[src/rtl/byte_packer_pkg.sv]
// byte_packer_pkg: shared types, byte width and sizing helpers for the byte packer
package byte_packer_pkg;
    localparam int BYTE_W = 8;
    typedef enum logic {EMPTY, PARTIAL} pk_state_e;
    function automatic int bytes_per_word(int width);
        return width / BYTE_W;
    endfunction
    function automatic int cnt_w(int n);
        return $clog2(n) + 1;
    endfunction
endpackage

[src/rtl/byte_packer_if.sv]
// byte_packer_if: byte input strobe plus valid/ready word output of the packer
interface byte_packer_if import byte_packer_pkg::*; #(parameter int WIDTH = 32);
    localparam int CW = cnt_w(bytes_per_word(WIDTH));
    logic              in_valid;
    logic [BYTE_W-1:0] in_data;
    logic              flush;
    logic              out_valid;
    logic              out_ready;
    logic [WIDTH-1:0]  out_data;
    logic [CW-1:0]     out_bytes;
    modport master (
        input  in_valid, in_data, flush, out_ready,
        output out_valid, out_data, out_bytes
    );
    modport slave (
        output in_valid, in_data, flush, out_ready,
        input  out_valid, out_data, out_bytes
    );
endinterface

[src/rtl/byte_packer_fifo.sv]
// packer_fifo: synchronous show-ahead FIFO; head reads as zero while empty
module packer_fifo #(
    parameter int DW    = 8,
    parameter int DEPTH = 4
) (
    input  logic                   clk,
    input  logic                   rst,
    input  logic                   push,
    input  logic                   pop,
    input  logic [DW-1:0]          din,
    output logic [DW-1:0]          dout,
    output logic                   full,
    output logic                   empty,
    output logic [$clog2(DEPTH):0] level
);
    localparam int AW = $clog2(DEPTH);
    logic [DW-1:0] mem [DEPTH];
    logic [AW:0]   wr, rd;
    logic          do_push, do_pop;
    assign empty   = wr == rd;
    assign full    = (wr[AW] != rd[AW]) && (wr[AW-1:0] == rd[AW-1:0]);
    assign do_pop  = pop && !empty;
    // When full, a same-cycle pop frees the slot the push writes into
    assign do_push = push && (!full || do_pop);
    assign level   = wr - rd;
    assign dout    = empty ? '0 : mem[rd[AW-1:0]];
    always_ff @(posedge clk) begin
        if (rst) begin
            wr <= '0;
            rd <= '0;
        end else begin
            if (do_push) wr <= wr + 1'b1;
            if (do_pop) rd <= rd + 1'b1;
        end
    end
    always_ff @(posedge clk) begin
        if (do_push) mem[wr[AW-1:0]] <= din;
    end
endmodule

[src/rtl/byte_packer.sv]
// byte_packer: assembles a byte stream into little-endian words queued in a FIFO
module byte_packer import byte_packer_pkg::*; #(
    parameter int WIDTH = 32,
    parameter int DEPTH = 4
) (
    input  logic                   clk,
    input  logic                   rst,
    byte_packer_if.master          bus,
    output logic [$clog2(DEPTH):0] level,
    output logic                   overflow
);
    localparam int N  = bytes_per_word(WIDTH);
    localparam int IW = $clog2(N);
    localparam int CW = cnt_w(N);
    pk_state_e         state, state_n;
    logic [IW-1:0]     idx;
    logic [WIDTH-1:0]  word, asm;
    logic [CW-1:0]     cnt;
    logic              byte_in, push, pop, full, empty;
    logic [WIDTH+CW-1:0] head;
    always_comb begin
        byte_in = bus.in_valid;
        asm     = byte_in ? word | (WIDTH'(bus.in_data) << {idx, 3'b000}) : word;
        cnt     = CW'(idx) + CW'(byte_in);
        push    = (byte_in && idx == IW'(N - 1)) || (bus.flush && (state == PARTIAL || byte_in));
        state_n = push ? EMPTY : byte_in ? PARTIAL : state;
    end
    always_ff @(posedge clk) begin
        if (rst) begin
            state <= EMPTY;
            idx   <= '0;
            word  <= '0;
        end else begin
            state <= state_n;
            idx   <= push ? '0 : idx + IW'(byte_in);
            word  <= push ? '0 : asm;
        end
    end
    assign pop = bus.out_ready && !empty;
    always_ff @(posedge clk) begin
        if (rst) overflow <= 1'b0;
        else if (push && full && !pop) overflow <= 1'b1;
    end
    packer_fifo #(.DW(WIDTH + CW), .DEPTH(DEPTH)) u_fifo (
        .clk   (clk),
        .rst   (rst),
        .push  (push),
        .pop   (bus.out_ready),
        .din   ({cnt, asm}),
        .dout  (head),
        .full  (full),
        .empty (empty),
        .level (level)
    );
    assign bus.out_valid = !empty;
    assign {bus.out_bytes, bus.out_data} = head;
endmodule
[src/flat_wrapper.sv]
// flat-port wrapper written by rule: the top's interface ports become plain ports
module byte_packer_flat import byte_packer_pkg::*;
#(
    parameter int WIDTH = 32,
    parameter int DEPTH = 4
)
  (clk, rst, level, overflow, bus_in_valid, bus_in_data, bus_flush, bus_out_ready, bus_out_valid, bus_out_data, bus_out_bytes);
  byte_packer_if #(.WIDTH(WIDTH)) bus_i ();
  input  logic clk;
  input  logic rst;
  output logic [$clog2(DEPTH):0] level;
  output logic overflow;
  input wire logic [$bits(bus_i.in_valid)-1:0] bus_in_valid;
  input wire logic [$bits(bus_i.in_data)-1:0] bus_in_data;
  input wire logic [$bits(bus_i.flush)-1:0] bus_flush;
  input wire logic [$bits(bus_i.out_ready)-1:0] bus_out_ready;
  output wire logic [$bits(bus_i.out_valid)-1:0] bus_out_valid;
  output wire logic [$bits(bus_i.out_data)-1:0] bus_out_data;
  output wire logic [$bits(bus_i.out_bytes)-1:0] bus_out_bytes;
  assign bus_i.in_valid = bus_in_valid;
  assign bus_i.in_data = bus_in_data;
  assign bus_i.flush = bus_flush;
  assign bus_i.out_ready = bus_out_ready;
  assign bus_out_valid = bus_i.out_valid;
  assign bus_out_data = bus_i.out_data;
  assign bus_out_bytes = bus_i.out_bytes;
  byte_packer #(.WIDTH(WIDTH), .DEPTH(DEPTH)) u_core (.clk(clk), .rst(rst), .bus(bus_i), .level(level), .overflow(overflow));
endmodule
[config.mk]
export PLATFORM = sky130hd
export DESIGN_NAME = byte_packer_flat
export DESIGN_NICKNAME = d
export VERILOG_FILES = /design/src/rtl/byte_packer_pkg.sv /design/src/rtl/byte_packer_if.sv /design/src/rtl/byte_packer_fifo.sv /design/src/rtl/byte_packer.sv /design/src/flat_wrapper.sv
export SDC_FILE = /design/constraint.sdc
export NUM_CORES = 1
export LEC_CHECK = 0
export ABC_AREA = 0
export CAP_MARGIN = 10
export CORE_MARGIN = 2
export CORE_UTILIZATION = 40
export CTS_BUF_LIST = sky130_fd_sc_hd__clkbuf_4 sky130_fd_sc_hd__clkbuf_8 sky130_fd_sc_hd__clkbuf_16
export DETAILED_ROUTE_END_ITERATION = 7
export GPL_TIMING_DRIVEN = 0
export PLACE_DENSITY = 0.56
export SLEW_MARGIN = 25
export SYNTH_ARGS = -nofsm -noshare
export SYNTH_HDL_FRONTEND = slang
export SYNTH_SLANG_ARGS = --single-unit
[constraint.sdc]
create_clock -name clk -period 2.75 [get_ports clk]
set_clock_uncertainty 0.2 [all_clocks]
set_input_delay 0.55 -clock clk [delete_from_list [all_inputs] [get_ports clk]]
set_output_delay 0.55 -clock clk [all_outputs]
set_load 0.01 [all_outputs]
==> flow_summary_export.csv, run 1 <==
group,metric,value,unit
synth,synth_area,0.00712,mm²
floorplan,io_pins,53,
synth,synth.most_common_cell,"edfxtp_1",
worst_setup_path,reg2reg_depth,4,
final_layout,drive_gt1_share,30.2,%
clocking,cts_tree,"yes",
floorplan,start_util,41.0,%
floorplan,rows,48,
synth,ys_ff_latch,184,
worst_setup_path,end_kind,"primary output",
synth,synth.distinct_cells,34,
detailed_routing,dr_total_vias,3573,
floorplan,die_h,137,µm
worst_setup_path,path_max_fanout,10,
synth,yosys-top-cells-count,"140 x edfxtp_1, 44 x dfxtp_1, 42 x nor2b_1",
synth,synthMuxAreaShare,11.4,%
floorplan,die_area,0.0189,mm²
detailed_routing,drt-initial-drc-count,268,
sta,hold_viol_final,0,
clocking,holdBufCountCts,0,
synth,ys_seq_area_share,71.4,%
sta,rsz0062_at_grt,"yes",
clocking,clkSlewWorstSetupHoldPaths,0.07,ns
synth,syn_nets,419,
synth,synth_xor_xnor_area_share,0.738,%
synth,synth_compound_area_share,4.17,%
detailed_routing,avgViaCountPerCell,4.95,
final_layout,num_antenna_cells,0,
detailed_routing,drcViolationCount,0,
synth,synth-simple-area-share,8.42,%
clocking,clock_latency,0.43,ns
global_route,antenna_found_initial,0,
sta,fin_crit_sh,99.8,%
worst_hold_path,hold_path_class,"reg2reg",
synth,synth_top_family_by_area,"multiplexers",
pwr,vdd_drop_max,0.000425,V
flow_run,maxCapViolCount,0,
placement,place_congestion,0.697,
detailed_routing,first_pass_iters,4,
global_route,grt_pass1_wl,20800,µm
global_route,grt_remaining_overflow,0,
clocking,clock-sinks,184,
pwr,p_per_area,798,mW/mm²
floorplan,dieWidth,137,µm
clocking,h-tree-depth,4,
run_status,status,"complete, no violations",
final_layout,design_area,0.00874,mm²
placement,dp_hpwl,8010,µm
global_route,grt_pass1_vias,3582,
final_layout,syn_to_final_growth,22.8,%
worst_setup_path,crit_type,"reg2out",
final_layout,regArea,0.00509,mm²
worst_hold_path,hold_depth,2,
sta,worst_pin_slew,0.671,ns
placement,dpl-instance-area,0.00792,mm²
synth,synthArstFlopShare,0,%
sta,period_needed,2.74,ns
synth,synthTopCellsByArea,"edfxtp_1 59%, dfxtp_1 12%, mux4_2 11%",
detailed_routing,antenna_left,0,
global_route,grt_max_degree,37,
worst_setup_path,worstPathArrival,1.99,ns
sta,final_max_slew_viol_count,0,
global_route,grt.total_usage,15.7,%
clocking,numCtsBuffers,17,
detailed_routing,wl_per_cell,19.4,µm
synth,syn_inst,396,
pwr,power.total,6970,µW
sta,slew_headroom,55.1,%
worst_setup_path,required,2.00,ns
worst_setup_path,crit_path_start_kind,"register",
synth,synth_top_area_cell,"edfxtp_1",
sta,fmax,365,MHz
final_layout,layout.nets,507,
clocking,cts-root-buf,"clkbuf_16",
final_layout,final_core_util,50.4,%
final_layout,multi_input_area,0.00195,mm²
sta,finalSetupViolCount,0,
synth,yosys_most_used_dff,"edfxtp_1",
placement,port-buffer-count,51,
clocking,cts_buffer_depth,2,
synth,yosysWarnings,0,
detailed_routing,finalWirelength,14000,µm
synth,synth_top_cell_area_share,59.1,%
pwr,cellLeakagePower,0.00342,µW
synth,synthAdderAreaFrac,1.86,%
final_layout,n_fill_cell,1414,
synth,syn_area_per_cell,18.0,µm²
floorplan,core_area,0.0174,mm²
synth,synth-edff-count,140,
-- critical path, cell delays in order (launching register included) --
cell and delay, ns:
dfxtp_2 0.34, buf_12 0.16, buf_12 0.16, buf_4 0.12, mux4_2 0.47, and2b_1 0.17, buf_2 0.14
-- worst paths after layout --
check	from	end	slack, ns
setup / recovery	register	bus_out_data[13]	0.007
setup reg to reg	u_core.idx[1]$_SDFF_PP0_	u_core.u_fifo.mem[2][25]$_DFFE_PP_	0.50
hold / removal	u_core.state$_SDFFE_PP0P_	u_core.state$_SDFFE_PP0P_	0.28
hold reg to reg	u_core.state$_SDFFE_PP0P_	u_core.state$_SDFFE_PP0P_	0.28
-- state kept, by name (all words and copies together) (netlist names), named ones only --
| signal | flops |
|---|---|
| u_core.u_fifo.mem | 140 |
| u_core.u_fifo.wr | 3 |
| u_core.u_fifo.rd | 3 |
| u_core.idx | 2 |
| u_core.overflow | 1 |
| u_core.state | 1 |
| u_core.word | 32 |
-- cell usage in the layout, fill, tap and decap left out, types with 5 or more instances in the layout --
cell type / n
clkdlybuf4s50_1: 13
inv_1: 7
nor2_1: 13
buf_2: 10
mux4_2: 35
and2b_1: 25
clkbuf_2: 23
a21o_1: 32
edfxtp_1: 140
inv_6: 7
buf_12: 6
clkbuf_16: 20
nor2b_1: 41
ha_1: 7
clkdlybuf4s15_1: 5
buf_4: 13
buf_6: 6
dfxtp_1: 39
-- metrics by stage --
stage / cells / worst slack (ns) / setup TNS [ns] / hold slack (ns)
2_1_floorplan: 396 / 0.387 / 0 / 0.239
3_3_place_gp: 672 / -0.811 / -101.79 / 0.259
3_5_place_dp: 672 / -0.810 / -67.14 / 0.269
4_1_cts: 714 / -0.108 / -1.40 / 0.286
5_1_grt: 722 / -0.102 / -0.369 / 0.296
6_report: 722 / 0.00663 / 0 / 0.283
-- cell families after synthesis --
family,after synthesis
AOI/OAI and AO/OA,38
xor gates and xnor gates,6
adders and majority gates,10
buffers and inverters,26
DFF,184
muxes,37
and+or+nand+nor,95
-- where the power goes --
part / switching [µW] / internal (µW)
logic: 644 / 798
registers: 30.2 / 3080
clock network: 1050 / 1360
-- layout make-up --
class	instances	share of cell area, %
buffer	18	2.58
clock buffer	17	4.87
clock inverter	15	1.90
inverter	8	0.344
multi-input combinational	186	22.3
sequential	184	58.3
tap	225	3.22
timing repair buffer	69	6.53
-- layer usage --
layer  wire length, µm  GRT usage (%)
met5                 0              0
met4               178           5.50
met3               546           3.50
met2              7090           26.3
met1              6210           20.4
-- repair_timing --
action                     in CTS  in global routing
gates cloned                    2                  2
pin swaps                       3                  1
setup endpoints to repair      38                 34
resized for setup             105                 55
buffers inserted                8                  6
No activity file was read; power rests on OpenSTA's default activity.
==> inputs of run 2 (changes only) <==
Settings changed: CORE_MARGIN 2 to 10, PLACE_DENSITY 0.56 to 0.54.
==> flow_summary_export.csv, run 2 (synthesized netlist as in run 1, its figures left out) <==
group,metric,value,unit
run_status,status,"complete, no violations",
detailed_routing,finalWirelength,14600,µm
pwr,cellLeakagePower,0.00346,µW
detailed_routing,drt-initial-drc-count,209,
floorplan,core_area,0.0174,mm²
worst_setup_path,path_max_fanout,8,
flow_run,maxCapViolCount,0,
final_layout,layout_commonest_cell,"edfxtp_1",
worst_hold_path,hold_depth,2,
sta,final_max_slew_viol_count,0,
final_layout,final_core_util,50.8,%
worst_setup_path,required,2.00,ns
final_layout,drive_gt1_share,32.5,%
floorplan,rows,48,
sta,whs,0.283,ns
sta,fin_crit_sh,98.9,%
detailed_routing,antenna_left,0,
sta,slew_headroom,47.7,%
worst_setup_path,worstPathArrival,1.97,ns
worst_setup_path,reg2reg_depth,4,
floorplan,start_util,41.0,%
clocking,clock-sinks,184,
floorplan,io_pins,53,
sta,worst_pin_slew,0.782,ns
worst_hold_path,hold_path_end,"u_core.overflow$_SDFFE_PP0P_",
placement,dp.cells,672,
final_layout,layout.nets,511,
worst_setup_path,end_kind,"primary output",
global_route,antenna_found_initial,0,
placement,place_congestion,0.709,
final_layout,final_cells,726,
worst_hold_path,min-delay-start,"u_core.overflow$_SDFFE_PP0P_",
global_route,grt_max_degree,37,
detailed_routing,drcViolationCount,0,
sta,finalSetupViolCount,0,
global_route,grt_remaining_overflow,0,
sta,hold_viol_final,0,
detailed_routing,dr_total_vias,3613,
pwr,clockPowerShare,34.1,%
pwr,p_per_area,796,mW/mm²
clocking,cts_buffer_depth,2,
pwr,power_switching,1670,µW
clocking,clkSlewWorstSetupHoldPaths,0.06,ns
clocking,h-tree-depth,4,
placement,dp_hpwl,8580,µm
worst_setup_path,regToRegStartpoint,"u_core.idx[1]$_SDFF_PP0_",
floorplan,dieWidth,153,µm
placement,place_ws,-0.917,ns
pwr,combPwrFrac,21.6,%
detailed_routing,wl_per_cell,20.2,µm
floorplan,die_area,0.0235,mm²
worst_hold_path,hold_path_class,"reg2reg",
final_layout,final_cell_mix,"140 x edfxtp_1, 39 x nor2b_1, 37 x dfxtp_1",
placement,port-buffer-count,51,
clocking,cts-root-buf,"clkbuf_16",
clocking,holdBufCountCts,0,
worst_setup_path,crit_type,"reg2out",
sta,fin_ws,0.0295,ns
worst_setup_path,crit_path_start_kind,"register",
clocking,numCtsBuffers,17,
pwr,vdd_drop_max,0.000445,V
worst_setup_path,rrSetupSlack,0.48,ns
pwr,p_seq_share,44.4,%
sta,rsz0062_at_grt,"yes",
sta,period_needed,2.72,ns
final_layout,syn_to_final_growth,23.9,%
worst_setup_path,rr_endpoint,"u_core.u_fifo.mem[1][20]$_DFFE_PP_",
floorplan,die_h,153,µm
final_layout,largest_reg_flops,140,
sta,fmax,368,MHz
pwr,swShare,23.8,%
clocking,clock_latency,0.43,ns
final_layout,num_antenna_cells,0,
detailed_routing,first_pass_iters,4,
global_route,grt.total_usage,12.8,%
global_route,grt_pass1_vias,3887,
clocking,cts_tree,"yes",
pwr,power.internal,5350,µW
global_route,grt_pass1_wl,22900,µm
detailed_routing,avgViaCountPerCell,4.98,
run 2: cell type report:
cell class	count	area (µm²)
Clock buffer	21	474
Timing Repair Buffer	73	617
Sequential cell	184	5100
Multi-Input combinational cell	186	1950
Inverter	8	35.0
Buffer	18	238
Clock inverter	11	121
Tap cell	225	282
Fill cell	1431	8540
run 2: power by group through the flow:
stage               Clock, µW  Sequential (µW)  Combinational (µW)
finish                   2390             3120                1510
global route             2550             3120                1650
CTS                      2460             3110                1520
detailed placement          0             3170                1240
global placement            0             3170                1220
floorplan                   0             3160                 703
run 2: routing by layer:
metal  vias up  GRT usage (%)  share of wire (%)
met5         -              0                  0
met4         0           4.45               0.68
met3         7           3.14                2.9
met2        65           22.0                 52
met1      1870           15.5                 44
li1       1671              -                  -
run 2: through the flow:
stage | power [µW] | setup TNS, ns | cell area [µm²]
final | 7020 | 0 | 8820
after floorplan | 3860 | 0 | 7120
after CTS | 7090 | -0.494 | 8820
after global routing | 7330 | -0.165 | 8820
after global placement | 4390 | -99.75 | 7910
after detailed placement | 4400 | -64.02 | 7920
run 2: repair_timing:
item                                    CTS  global route
gates resized for setup                 168            34
pin swaps                                 2             4
gates cloned                              3             1
buffers inserted                         16             6
endpoints found under the setup margin   38            26
run 2: worst max-delay path by stage:
stage,from,to,slack [ns],cells past startpoint
floorplan,u_core.u_fifo.wr[0]$_SDFFE_PP0P_,bus_out_data[11],0.39,6
global placement,u_core.u_fifo.wr[0]$_SDFFE_PP0P_,bus_out_data[6],-0.91,7
detailed placement,u_core.u_fifo.wr[0]$_SDFFE_PP0P_,bus_out_data[6],-0.92,7
CTS,u_core.u_fifo.wr[0]$_SDFFE_PP0P_,bus_out_data[17],-0.07,8
global route,register,bus_out_data[5],-0.07,6
finish,register,bus_out_data[5],0.03,6
run 2: critical path: stages, from the launching register on:
cell	delay (ns)
dfxtp_2	0.34
buf_12	0.15
buf_12	0.14
buf_6	0.11
mux4_2	0.48
and2b_1	0.18
buf_2	0.14
